==> config.mk <==
export PLATFORM = sky130hd
export DESIGN_NAME = huff_seq_ctrl
export DESIGN_NICKNAME = d
export VERILOG_FILES = /design/src/rtl/huff_pkg.sv /design/src/rtl/huff_stage_timer.sv /design/src/rtl/huff_seq_ctrl.sv
export SDC_FILE = /design/constraint.sdc
export NUM_CORES = 1
export LEC_CHECK = 0
export CAP_MARGIN = 10
export CORE_MARGIN = 2
export CORE_UTILIZATION = 45
export DETAILED_ROUTE_END_ITERATION = 7
export GPL_TIMING_DRIVEN = 0
export HOLD_SLACK_MARGIN = 0.05
export PLACE_DENSITY = 0.84
export SYNTH_ARGS = -nofsm -noshare
export SYNTH_HDL_FRONTEND = slang
export SYNTH_SLANG_ARGS = --single-unit
export TNS_END_PERCENT = 10
==> constraint.sdc <==
create_clock -name CLK -period 5.65 [get_ports CLK]
set_clock_uncertainty 0.2 [all_clocks]
set_input_delay 0.8475 -clock CLK [delete_from_list [all_inputs] [get_ports CLK]]
set_output_delay 0.8475 -clock CLK [all_outputs]
set_load 0.1 [all_outputs]
==> src/rtl/huff_pkg.sv <==
// Shared types, constants and node-table helpers for the Huffman sequencer.
package huff_pkg;

   localparam int unsigned NODE_W    = 13;
   localparam int unsigned NODES     = 7;

   localparam int unsigned PARENT_HI = 12;
   localparam int unsigned PARENT_LO = 9;
   localparam int unsigned LR_BIT    = 8;
   localparam int unsigned WEIGHT_HI = 7;
   localparam int unsigned WEIGHT_LO = 0;

   localparam logic [3:0] ROOT_PARENT = 4'hF;

   typedef enum logic [2:0] {
      ST_IDLE  = 3'd0,
      ST_COUNT = 3'd1,
      ST_BUILD = 3'd2,
      ST_GEN   = 3'd3,
      ST_ENC   = 3'd4,
      ST_DONE  = 3'd5,
      ST_ERR   = 3'd6
   } state_e;

   // Parent field of node (idx+1); node 1 sits in the LSBs of the table.
   function automatic logic [3:0] parent_of(input logic [NODES*NODE_W-1:0] tbl,
                                            input int unsigned idx);
      logic [NODE_W-1:0] rec;
      rec = tbl[idx*NODE_W +: NODE_W];
      return rec[PARENT_HI:PARENT_LO];
   endfunction

   // Root must point at the sentinel parent; every other node must point inside the table.
   function automatic logic table_ok(input logic [NODES*NODE_W-1:0] tbl);
      logic ok;
      ok = (parent_of(tbl, NODES - 1) == ROOT_PARENT);
      for (int unsigned i = 0; i < NODES - 1; i++) begin
         if (parent_of(tbl, i) >= 4'(NODES)) ok = 1'b0;
      end
      return ok;
   endfunction

endpackage

==> src/rtl/huff_stage_timer.sv <==
// Per-stage cycle counter: cleared on stage entry, flags when it reaches the limit.
module huff_stage_timer #(
   parameter int unsigned W = 10
) (
   input  logic         clk,
   input  logic         rst_n,
   input  logic         clr,
   input  logic         en,
   input  logic [W-1:0] limit,
   output logic         expired
);

   logic [W-1:0] cnt_q, cnt_d;

   // Next count: entry clear wins over increment.
   always_comb begin
      cnt_d = cnt_q;
      if (clr)     cnt_d = '0;
      else if (en) cnt_d = cnt_q + W'(1);
   end

   // Count register.
   always_ff @(posedge clk or negedge rst_n) begin
      if (!rst_n) cnt_q <= '0;
      else        cnt_q <= cnt_d;
   end

   assign expired = (cnt_q == limit);

endmodule

==> src/rtl/huff_seq_ctrl.sv <==
// Top-level Huffman pipeline sequencer: count -> build -> generate -> encode.
module huff_seq_ctrl
   import huff_pkg::*;
#(
   parameter int unsigned TIMEOUT    = 1024,
   parameter int unsigned GEN_CYCLES = 16
) (
   input  logic                      CLK,
   input  logic                      nRST,
   input  logic                      start,
   input  logic                      abort,
   output logic                      cnt_start,
   input  logic                      cnt_done,
   output logic                      tree_start,
   input  logic                      tree_done,
   input  logic [NODES*NODE_W-1:0]   tree_nodes,
   output logic [NODES*NODE_W-1:0]   node_bus,
   output logic                      gen_nRST,
   output logic                      enc_start,
   input  logic                      enc_done,
   output logic                      busy,
   output logic                      done,
   output logic                      error,
   output logic [2:0]                stage
);

   localparam int unsigned MAXC = (TIMEOUT > GEN_CYCLES) ? TIMEOUT : GEN_CYCLES;
   localparam int unsigned TW   = (MAXC > 2) ? $clog2(MAXC) : 1;

   state_e                    state_q, state_d;
   logic                      cnt_start_q, cnt_start_d;
   logic                      tree_start_q, tree_start_d;
   logic                      enc_start_q, enc_start_d;
   logic                      gen_q, gen_d;
   logic [NODES*NODE_W-1:0]   node_q, node_d;
   logic [TW-1:0]             limit;
   logic                      expired;
   logic                      in_busy;

   assign in_busy = (state_q == ST_COUNT) || (state_q == ST_BUILD) ||
                    (state_q == ST_GEN)   || (state_q == ST_ENC);
   assign limit   = (state_q == ST_GEN) ? TW'(GEN_CYCLES - 1) : TW'(TIMEOUT - 1);

   huff_stage_timer #(.W(TW)) u_timer (
      .clk     (CLK),
      .rst_n   (nRST),
      .clr     (state_d != state_q),
      .en      (in_busy),
      .limit   (limit),
      .expired (expired)
   );

   // Next state, entry pulses, generate_code reset and node table capture.
   always_comb begin
      state_d = state_q;
      node_d  = node_q;
      gen_d   = gen_q;
      unique case (state_q)
         ST_IDLE, ST_ERR: if (start) state_d = ST_COUNT;
         ST_COUNT: begin
            if (cnt_done)     state_d = ST_BUILD;
            else if (expired) state_d = ST_ERR;
         end
         ST_BUILD: begin
            // The check runs on tree_nodes directly; it is the same value captured this edge.
            if (tree_done)    state_d = table_ok(tree_nodes) ? ST_GEN : ST_ERR;
            else if (expired) state_d = ST_ERR;
         end
         ST_GEN: if (expired) state_d = ST_ENC;
         ST_ENC: begin
            if (enc_done)     state_d = ST_DONE;
            else if (expired) state_d = ST_ERR;
         end
         ST_DONE: state_d = ST_IDLE;
         default: state_d = ST_IDLE;
      endcase
      if (abort) state_d = ST_IDLE;

      if (state_q == ST_BUILD && tree_done && !abort) node_d = tree_nodes;

      if (state_d == ST_GEN)                                gen_d = 1'b1;
      else if (state_d == ST_COUNT || state_d == ST_ERR || abort) gen_d = 1'b0;

      cnt_start_d  = (state_d == ST_COUNT) && (state_q != ST_COUNT);
      tree_start_d = (state_d == ST_BUILD) && (state_q != ST_BUILD);
      enc_start_d  = (state_d == ST_ENC)   && (state_q != ST_ENC);
   end

   // Sequencer registers.
   always_ff @(posedge CLK or negedge nRST) begin
      if (!nRST) begin
         state_q      <= ST_IDLE;
         cnt_start_q  <= 1'b0;
         tree_start_q <= 1'b0;
         enc_start_q  <= 1'b0;
         gen_q        <= 1'b0;
         node_q       <= '0;
      end else begin
         state_q      <= state_d;
         cnt_start_q  <= cnt_start_d;
         tree_start_q <= tree_start_d;
         enc_start_q  <= enc_start_d;
         gen_q        <= gen_d;
         node_q       <= node_d;
      end
   end

   assign cnt_start  = cnt_start_q;
   assign tree_start = tree_start_q;
   assign enc_start  = enc_start_q;
   assign gen_nRST   = gen_q;
   assign node_bus   = node_q;
   assign busy       = in_busy;
   assign done       = (state_q == ST_DONE);
   assign error      = (state_q == ST_ERR);
   assign stage      = state_q;

endmodule

; ---- Word-level counts from Yosys, hierarchy flattened
; Cells that the tools add are included.
[classes]
add_sub_neg = 1
order_cmp = 6
eq_ne = 17
n_mux = 22
reduce_logical = 15
[op_table]
columns = op, count
row1 = 10-bit 2-to-1 mux, 3
row2 = 4-bit by 3-bit >= comparator with 1-bit output (second input constant), 6
row3 = 3-bit 2-to-1 mux, 8
row4 = 3-bit equality test (second input constant), 5
row5 = 3-bit one-hot mux with 5 select lines, 1
row6 = 3-bit by 2-bit equality test with 1-bit output (second input constant), 4
row7 = 10-bit by 1-bit adder with 10-bit output (second input constant), 1
row8 = 10-bit equality test, 1
row9 = 1-bit 2-to-1 mux, 10
row10 = 3-bit by 1-bit equality test with 1-bit output (second input constant), 2
row11 = 1-bit logical AND, 5
row12 = 1-bit logical OR, 5
row13 = 4-bit equality test (second input constant), 1
row14 = 2-bit nonzero test, 2
row15 = 3-bit zero test, 1
row16 = 3-bit by 1-bit != test with 1-bit output (second input constant), 1
row17 = 3-bit by 2-bit != test with 1-bit output (second input constant), 1
row18 = 3-bit != test, 1
row19 = 3-bit != test (second input constant), 1
row20 = 2-bit OR reduction, 1
row21 = 1-bit zero test, 1
[totals]
regBits = 108
in_bits = 98
out_inout_bits = 101
elab_cells = 68

; ---- Depth between registers and ports, before layout
; Gate-level depths: netlist (run 1).
[logic_depth]
word_depth = 18
mapped_depth = 9
depth_no_buf = 7

; ---- Modules after synthesis
; From an unflattened synthesis (run 1), not the netlist that was laid out.
[hier_totals]
cells_unflattened = 338
hier_area_um2 = 4610.7
[by_module_without_submodules]
columns = module, instances, cells_each, area_per_inst_um2, seq_area_each_um2
row1 = huff_seq_ctrl, 1, 277, 4016.4, 2452.4
row2 = huff_stage_timer, 1, 61, 594.3, 250.2

; ---- Worst setup path before layout (run 1)
; No wires, ideal clock.
[synth_path]
path_kind = reg2out
start = register state_q[1], in the netlist stage[1]
end = output busy
arrival_time_ns = 2.384
t_required_ns = 4.603
path_slack_ns = 2.219
path_stages_with_launch = 6
n_path_buf = 2
cell_sequence = dfrtp_1 buf_6 clkbuf_1 nor2_1 xor2_1 inv_1
[synth_between]
elab_chain_len = 4
elab_cells_between_ends = 7
classes_between = eq/ne: 4 / reduce/logical: 3
[synth_lines]
columns = element, line
row1 = start: declaration, huff_seq_ctrl.sv:30  ; state_e state_q, state_d;
row2 = start signal: assignment, huff_seq_ctrl.sv:99  ; state_q <= state_d;
row3 = 3-bit by 1-bit equality test with 1-bit output / 3-bit by 2-bit equality test with 1-bit output (equally long branches), huff_seq_ctrl.sv:40  ; assign in_busy = (state_q == ST_COUNT) || (state_q == ST_BUILD) ||
row4 = 1-bit logical OR (2 in series), huff_seq_ctrl.sv:40
row5 = 1-bit logical OR *, huff_seq_ctrl.sv:41  ; (state_q == ST_GEN) || (state_q == ST_ENC);
row6 = end: declaration, huff_seq_ctrl.sv:21  ; output logic busy,
; Mark *: on every way between the ends. The rest lies on a longest branch, timed or not.

; ---- Worst setup path in the final report (run 1)
; Ends and elaborated chain as after synthesis.

==> key figures, run 1 <==
Route
  – Detailed Routing Iterations Pass 1: 4
  – DR iter-0 viols: 118
  – WL/cell: 17.8 um
  – Vias: 3625
  – Post-Route WL: 12.3 mm
  – Routed vias/inst: 5.23
  – DRC: 0
  – Remaining antenna violation count: 0

Status
  – Status: finished clean

STA
  – Final hold violations: 0
  – FMAX: 0.253 GHz
  – Period minus WS final: 3.95 ns
  – RSZ-0062 raised after global routing: no
  – Worst slew pin tran: 1.04 ns
  – WHS: 0.280 ns
  – Worst Setup Slack, final: 1.70 ns
  – Post-route setup TNS: 0 ns
  – Post-route clock period utilization: 0.699
  – Final Setup Violations: 0
  – Final Max Tran Viols: 0
  – Relative slew slack: 0.305

Cells and area
  – Commonest cells after routing, fill and taps aside: clkdlybuf4s50_1, dfrtp_1, mux2_2
  – Share of cells above drive strength 1: 0.230
  – Leading cell type in the layout, fill and taps excluded: clkdlybuf4s50_1
  – Antenna Cells: 0
  – FF/Latch Area: 2700 um^2
  – P&R area growth vs syn: 51.3%
  – Finished Layout Cells: 693
  – Multi-input logic area: 1890 um^2
  – Nets: 651
  – Layout fillers: 755

Worst hold path
  – Worst hold path class: in2async

Place
  – Pre-CTS setup slack: 2.00 ns
  – Placed Cells: 677
  – Routability cong.: 0.934
  – Post-DP HPWL: 9.66 mm
  – Number of port buffers: 198

GRT
  – First-pass GRT wire length: 19.2 mm
  – GR Overflow Total: 0
  – Overall Global Routing Usage: 0.221
  – Number of global-route vias before repair: 3808
  – Initial antenna violation count: 0
  – Pin count of the biggest net entering global routing: 66

Synthesis
  – Sequential fraction of the synthesis area: 0.577
  – YS warnings: 0
  – Library cells used by synthesis: 52
  – Post-synth EDFFs: 0
  – Netlist area before placement: 4680 um^2
  – Top_reg_cell synth: dfrtp_1
  – Synth async-reset ratio: 1.00
  – Yosys reg bits: 108
  – Syn avg cell area: 13.7 um^2
  – Syn Nets: 441
  – Cell count after synthesis: 342

Critical path
  – FF-to-FF End: node_bus[88]
  – Reg2reg path depth: 7
  – Reg2reg start: stage[2]
  – Worst-path cell chain: buf_6, clkbuf_1, nor2_1, xor2_1, inv_1, clkdlybuf4s50_1
  – WP data arrival: 2.90 ns
  – CP startpoint kind: flop
  – Setup CP Type: reg2out
  – WP data required: 4.60 ns
  – CP max stage delay: 1.00 ns
  – Crit Path Max Fanout: 10
  – Crit path capture type: output pin
  – FF-to-FF setup slack: 2.78 ns
  – CP max-delay cell: clkdlybuf4s50_1

CTS
  – Setup Buffers After CTS: 0
  – CTS tree: done
  – Clock sinks: 108
  – Root buffer cell: clkbuf_8
  – Clock-pin slew on the worst setup and hold paths: 0.10 ns
  – Post-CTS resize count: 0
  – CTS Buf Count: 9
  – # hold bufs at CTS: 0
  – Worst-Skew Late Latency: 0.36 ns
  – H-Tree Level Count: 3
  – CTS Buffer Depth: 2

Floorplanning
  – I/O pin cnt: 199
  – Die Ht: 106 um
  – Initial core utilization: 0.458
  – Die X: 106 um
  – Core area: 10200 um^2
  – Full die area: 11200 um^2
  – Core Rows: 37

Run
  – Max Cap Viol: 0
==> worst max path at each step <==
stage / from / to / depth (start not counted)
6_report: stage[1] / busy / 6
5_1_grt: stage[1] / busy / 6
4_1_cts: stage[1] / busy / 6
3_5_place_dp: tree_nodes[25] / u_timer.cnt_q[0] / 8
3_3_place_gp: nRST / node_bus[19] / 1
2_1_floorplan: stage[1] / busy / 5
==> worst max-delay path: cells and delay by family, from the launching register on <==
kind / cells / cell delay, ns
XOR/XNOR: 1 / 0.37
buffers and inverters: 4 / 1.67
flip-flops: 1 / 0.37
AND/OR/NAND/NOR: 1 / 0.12
==> cell type report <==
cell class | count | share of cell area
Buffer | 16 | 0.0109
Clock buffer | 13 | 0.0224
Clock inverter | 3 | 0.00971
Inverter | 4 | 0.00212
Multi-Input combinational cell | 214 | 0.266
Sequential cell | 108 | 0.381
Tap cell | 136 | 0.0240
Timing Repair Buffer | 199 | 0.283
==> cells in the mapped netlist, types with 2 or more instances <==
| cell type | count | area, um^2 |
|---|---|---|
| nor3_1 | 3 | 15.0 |
| buf_2 | 2 | 10.0 |
| mux2_2 | 91 | 1020 |
| nor4_1 | 3 | 18.8 |
| nor2b_1 | 2 | 12.5 |
| and3_1 | 8 | 50.1 |
| buf_6 | 2 | 22.5 |
| xnor2_1 | 7 | 61.3 |
| dfrtp_1 | 108 | 2700 |
| inv_1 | 4 | 15.0 |
| nand3_1 | 13 | 65.1 |
| clkbuf_1 | 12 | 45.0 |
| nand4_1 | 5 | 31.3 |
| nand2_1 | 4 | 15.0 |
| nand4b_1 | 2 | 17.5 |
| nor3_2 | 10 | 100 |
| xor2_1 | 4 | 35.0 |
| o21ai_0 | 4 | 20.0 |
| nor2_1 | 18 | 67.6 |
| a2111oi_0 | 2 | 17.5 |
| nor3b_1 | 3 | 22.5 |
| a21oi_1 | 5 | 25.0 |
==> registers in the layout (all words and copies together) (netlist names) <==
name	cells
tree_start	1
node_bus	91
enc_start	1
stage	3
gen_nRST	1
cnt_start	1
u_timer.cnt_q	10
==> metrics by stage <==
| step | util | cell area (um^2) |
|---|---|---|
| floorplan | - | 4680 |
| global placement | 0.668 | 6840 |
| detailed placement | 0.671 | 6860 |
| CTS | 0.693 | 7090 |
| global route | 0.693 | 7090 |
| finish | 0.693 | 7090 |
==> routing by layer <==
layer | up-vias | wire length (um) | track usage
met3 | 21 | 971 | 0.0791
met2 | 143 | 6660 | 0.398
met5 | - | 0 | 0
met1 | 1800 | 4430 | 0.238
li1 | 1661 | - | -
met4 | 0 | 277 | 0.0789
==> cells by family after synthesis <==
group | share of synthesized area
AOI/OAI and AO/OA | 0.0462
muxes | 0.228
and+or+nand+nor | 0.106
DFF | 0.577
buffers and inverters | 0.0198
xor gates and xnor gates | 0.0206
adders and majority gates | 0.00267
Power of run 1 is not shown: default switching activity piles up to over one toggle a cycle in this logic, so the estimate is an artifact.
==> run 2, diff against run 1 <==
--- a/config.mk
+++ b/config.mk
@@ -7,11 +7,11 @@
 export LEC_CHECK = 0
 export CAP_MARGIN = 10
 export CORE_MARGIN = 2
-export CORE_UTILIZATION = 45
+export CORE_UTILIZATION = 43
 export DETAILED_ROUTE_END_ITERATION = 7
 export GPL_TIMING_DRIVEN = 0
 export HOLD_SLACK_MARGIN = 0.05
-export PLACE_DENSITY = 0.84
+export PLACE_DENSITY = 0.81
 export SYNTH_ARGS = -nofsm -noshare
 export SYNTH_HDL_FRONTEND = slang
 export SYNTH_SLANG_ARGS = --single-unit
==> constraint.sdc (replaced) <==
create_clock -name CLK -period 3.9 [get_ports CLK]
set_clock_uncertainty 0.2 [all_clocks]
set_input_delay 0.585 -clock CLK [delete_from_list [all_inputs] [get_ports CLK]]
set_output_delay 0.585 -clock CLK [all_outputs]
set_load 0.1 [all_outputs]
==> key figures, run 2 (synthesized netlist as in run 1, its figures left out) <==
Cells and area
  – Max reg flops: 91
  – Finished Layout Cells: 698
  – Layout fillers: 853
  – Final Util: 0.657
  – P&R area growth vs syn: 50.8%
  – Nets: 652
  – Antenna Cells: 0
  – Share of cells above drive strength 1: 0.228
  – Commonest cells after routing, fill and taps aside: clkdlybuf4s50_1, dfrtp_1, mux2_2
  – Leading cell type in the layout, fill and taps excluded: clkdlybuf4s50_1

STA
  – Worst slew pin tran: 1.01 ns
  – Period minus WS final: 3.48 ns
  – Post-route clock period utilization: 0.891
  – Final hold violations: 0
  – RSZ-0062 raised after global routing: no
  – Post-route setup TNS: 0 ns
  – Final Setup Violations: 0
  – Final Max Tran Viols: 0
  – FMAX: 0.288 GHz
  – Relative slew slack: 0.321

Worst hold path
  – Hold Path Origin: node_bus[60]
  – Worst hold path class: reg2reg
  – Hold endpoint: node_bus[60]
  – Hold path cells: 1

Floorplanning
  – I/O pin cnt: 199
  – Die Ht: 108 um
  – Full die area: 11700 um^2
  – Initial core utilization: 0.436
  – Core Rows: 38
  – Die X: 108 um
  – Core area: 10700 um^2

Critical path
  – Reg2reg path depth: 7
  – Crit Path Max Fanout: 10
  – Reg2reg start: stage[2]
  – CP startpoint kind: flop
  – WP data required: 3.12 ns
  – Crit path capture type: output pin
  – WP data arrival: 2.69 ns
  – Setup CP Type: reg2out
  – FF-to-FF setup slack: 0.99 ns
  – FF-to-FF End: node_bus[55]

GRT
  – Number of global-route vias before repair: 3779
  – Pin count of the biggest net entering global routing: 74
  – GR Overflow Total: 0
  – Initial antenna violation count: 0
  – Overall Global Routing Usage: 0.207
  – First-pass GRT wire length: 18.6 mm

Run
  – Max Cap Viol: 0

Route
  – Post-Route WL: 11.8 mm
  – Detailed Routing Iterations Pass 1: 4
  – DR iter-0 viols: 195
  – Routed vias/inst: 5.14
  – Vias: 3587
  – Remaining antenna violation count: 0
  – WL/cell: 17.0 um
  – DRC: 0

CTS
  – Root buffer cell: clkbuf_8
  – CTS Buf Count: 9
  – Worst-Skew Late Latency: 0.37 ns
  – CTS tree: done
  – CTS Buffer Depth: 2
  – H-Tree Level Count: 3
  – Clock-pin slew on the worst setup and hold paths: 0.10 ns
  – Clock sinks: 108
  – Setup Buffers After CTS: 0

Place
  – Routability cong.: 0.893
  – Placed Cells: 681
  – Post-DP HPWL: 9.11 mm
  – Number of port buffers: 198

Status
  – Status: finished clean
## run 2: layout make-up
class                   count  area (um^2)  share of cell area
well taps                 140          175              0.0248
flip-flops and latches    108         2700               0.383
plain buffers              16         77.6              0.0110
multi-input cells         214         1890               0.267
clock inverters             4         48.8             0.00691
repair buffers            200         2020               0.286
clock buffers              12          135              0.0191
inverters                   4         15.0             0.00213
## run 2: timing repair
item	CTS	global route
setup endpoints to repair	0	1
gates resized for setup	0	1
endpoints found under the hold margin	35	0
hold buffers	1	0
## run 2: worst max path at each step
stage,startpoint,end,slack (ns),cells past startpoint
after detailed placement,tree_nodes[25],u_timer.cnt_q[6],0.51,8
after CTS,stage[1],busy,0.16,6
after floorplan,stage[1],busy,0.73,5
final,stage[2],error,0.42,4
after global placement,nRST,node_bus[54],-1.98,1
after global routing,stage[2],error,0.26,4
## run 2: per-layer routing
layer  global-route usage  vias to the layer above  wire length [um]  share of wire
li1                     -                     1664                 -              -
met1                0.244                     1779              4600           0.39
met2                0.352                      124              6070           0.51
met3               0.0711                       20               931          0.079
met4               0.0723                        0               241          0.020
met5                    0                        -                 0              0
## run 2: stage by stage
step | setup slack (ns) | hold slack [ns] | instance area [um^2]
6_report | 0.424 | 0.311 | 7060
5_1_grt | 0.264 | 0.323 | 7060
4_1_cts | 0.164 | 0.315 | 7060
3_5_place_dp | 0.506 | 0.293 | 6870
3_3_place_gp | -1.98 | 0.286 | 6840
2_1_floorplan | 0.731 | 0.0894 | 4680
## run 2: critical path, stage by stage (launching register included)
cell	delay [ns]
dfrtp_1	0.41
buf_2	0.23
clkbuf_1	0.34
and3_1	0.21
clkdlybuf4s50_1	1.13
Power of run 2 is left out for the same reason.
==> run 3, diff against run 2 <==
--- a/config.mk
+++ b/config.mk
@@ -15,4 +15,3 @@
 export SYNTH_ARGS = -nofsm -noshare
 export SYNTH_HDL_FRONTEND = slang
 export SYNTH_SLANG_ARGS = --single-unit
-export TNS_END_PERCENT = 10
==> results of run 3 <==
No change in the layout: final DEF, timing and power equal those of run 2.
Power of run 3 is left out for the same reason.
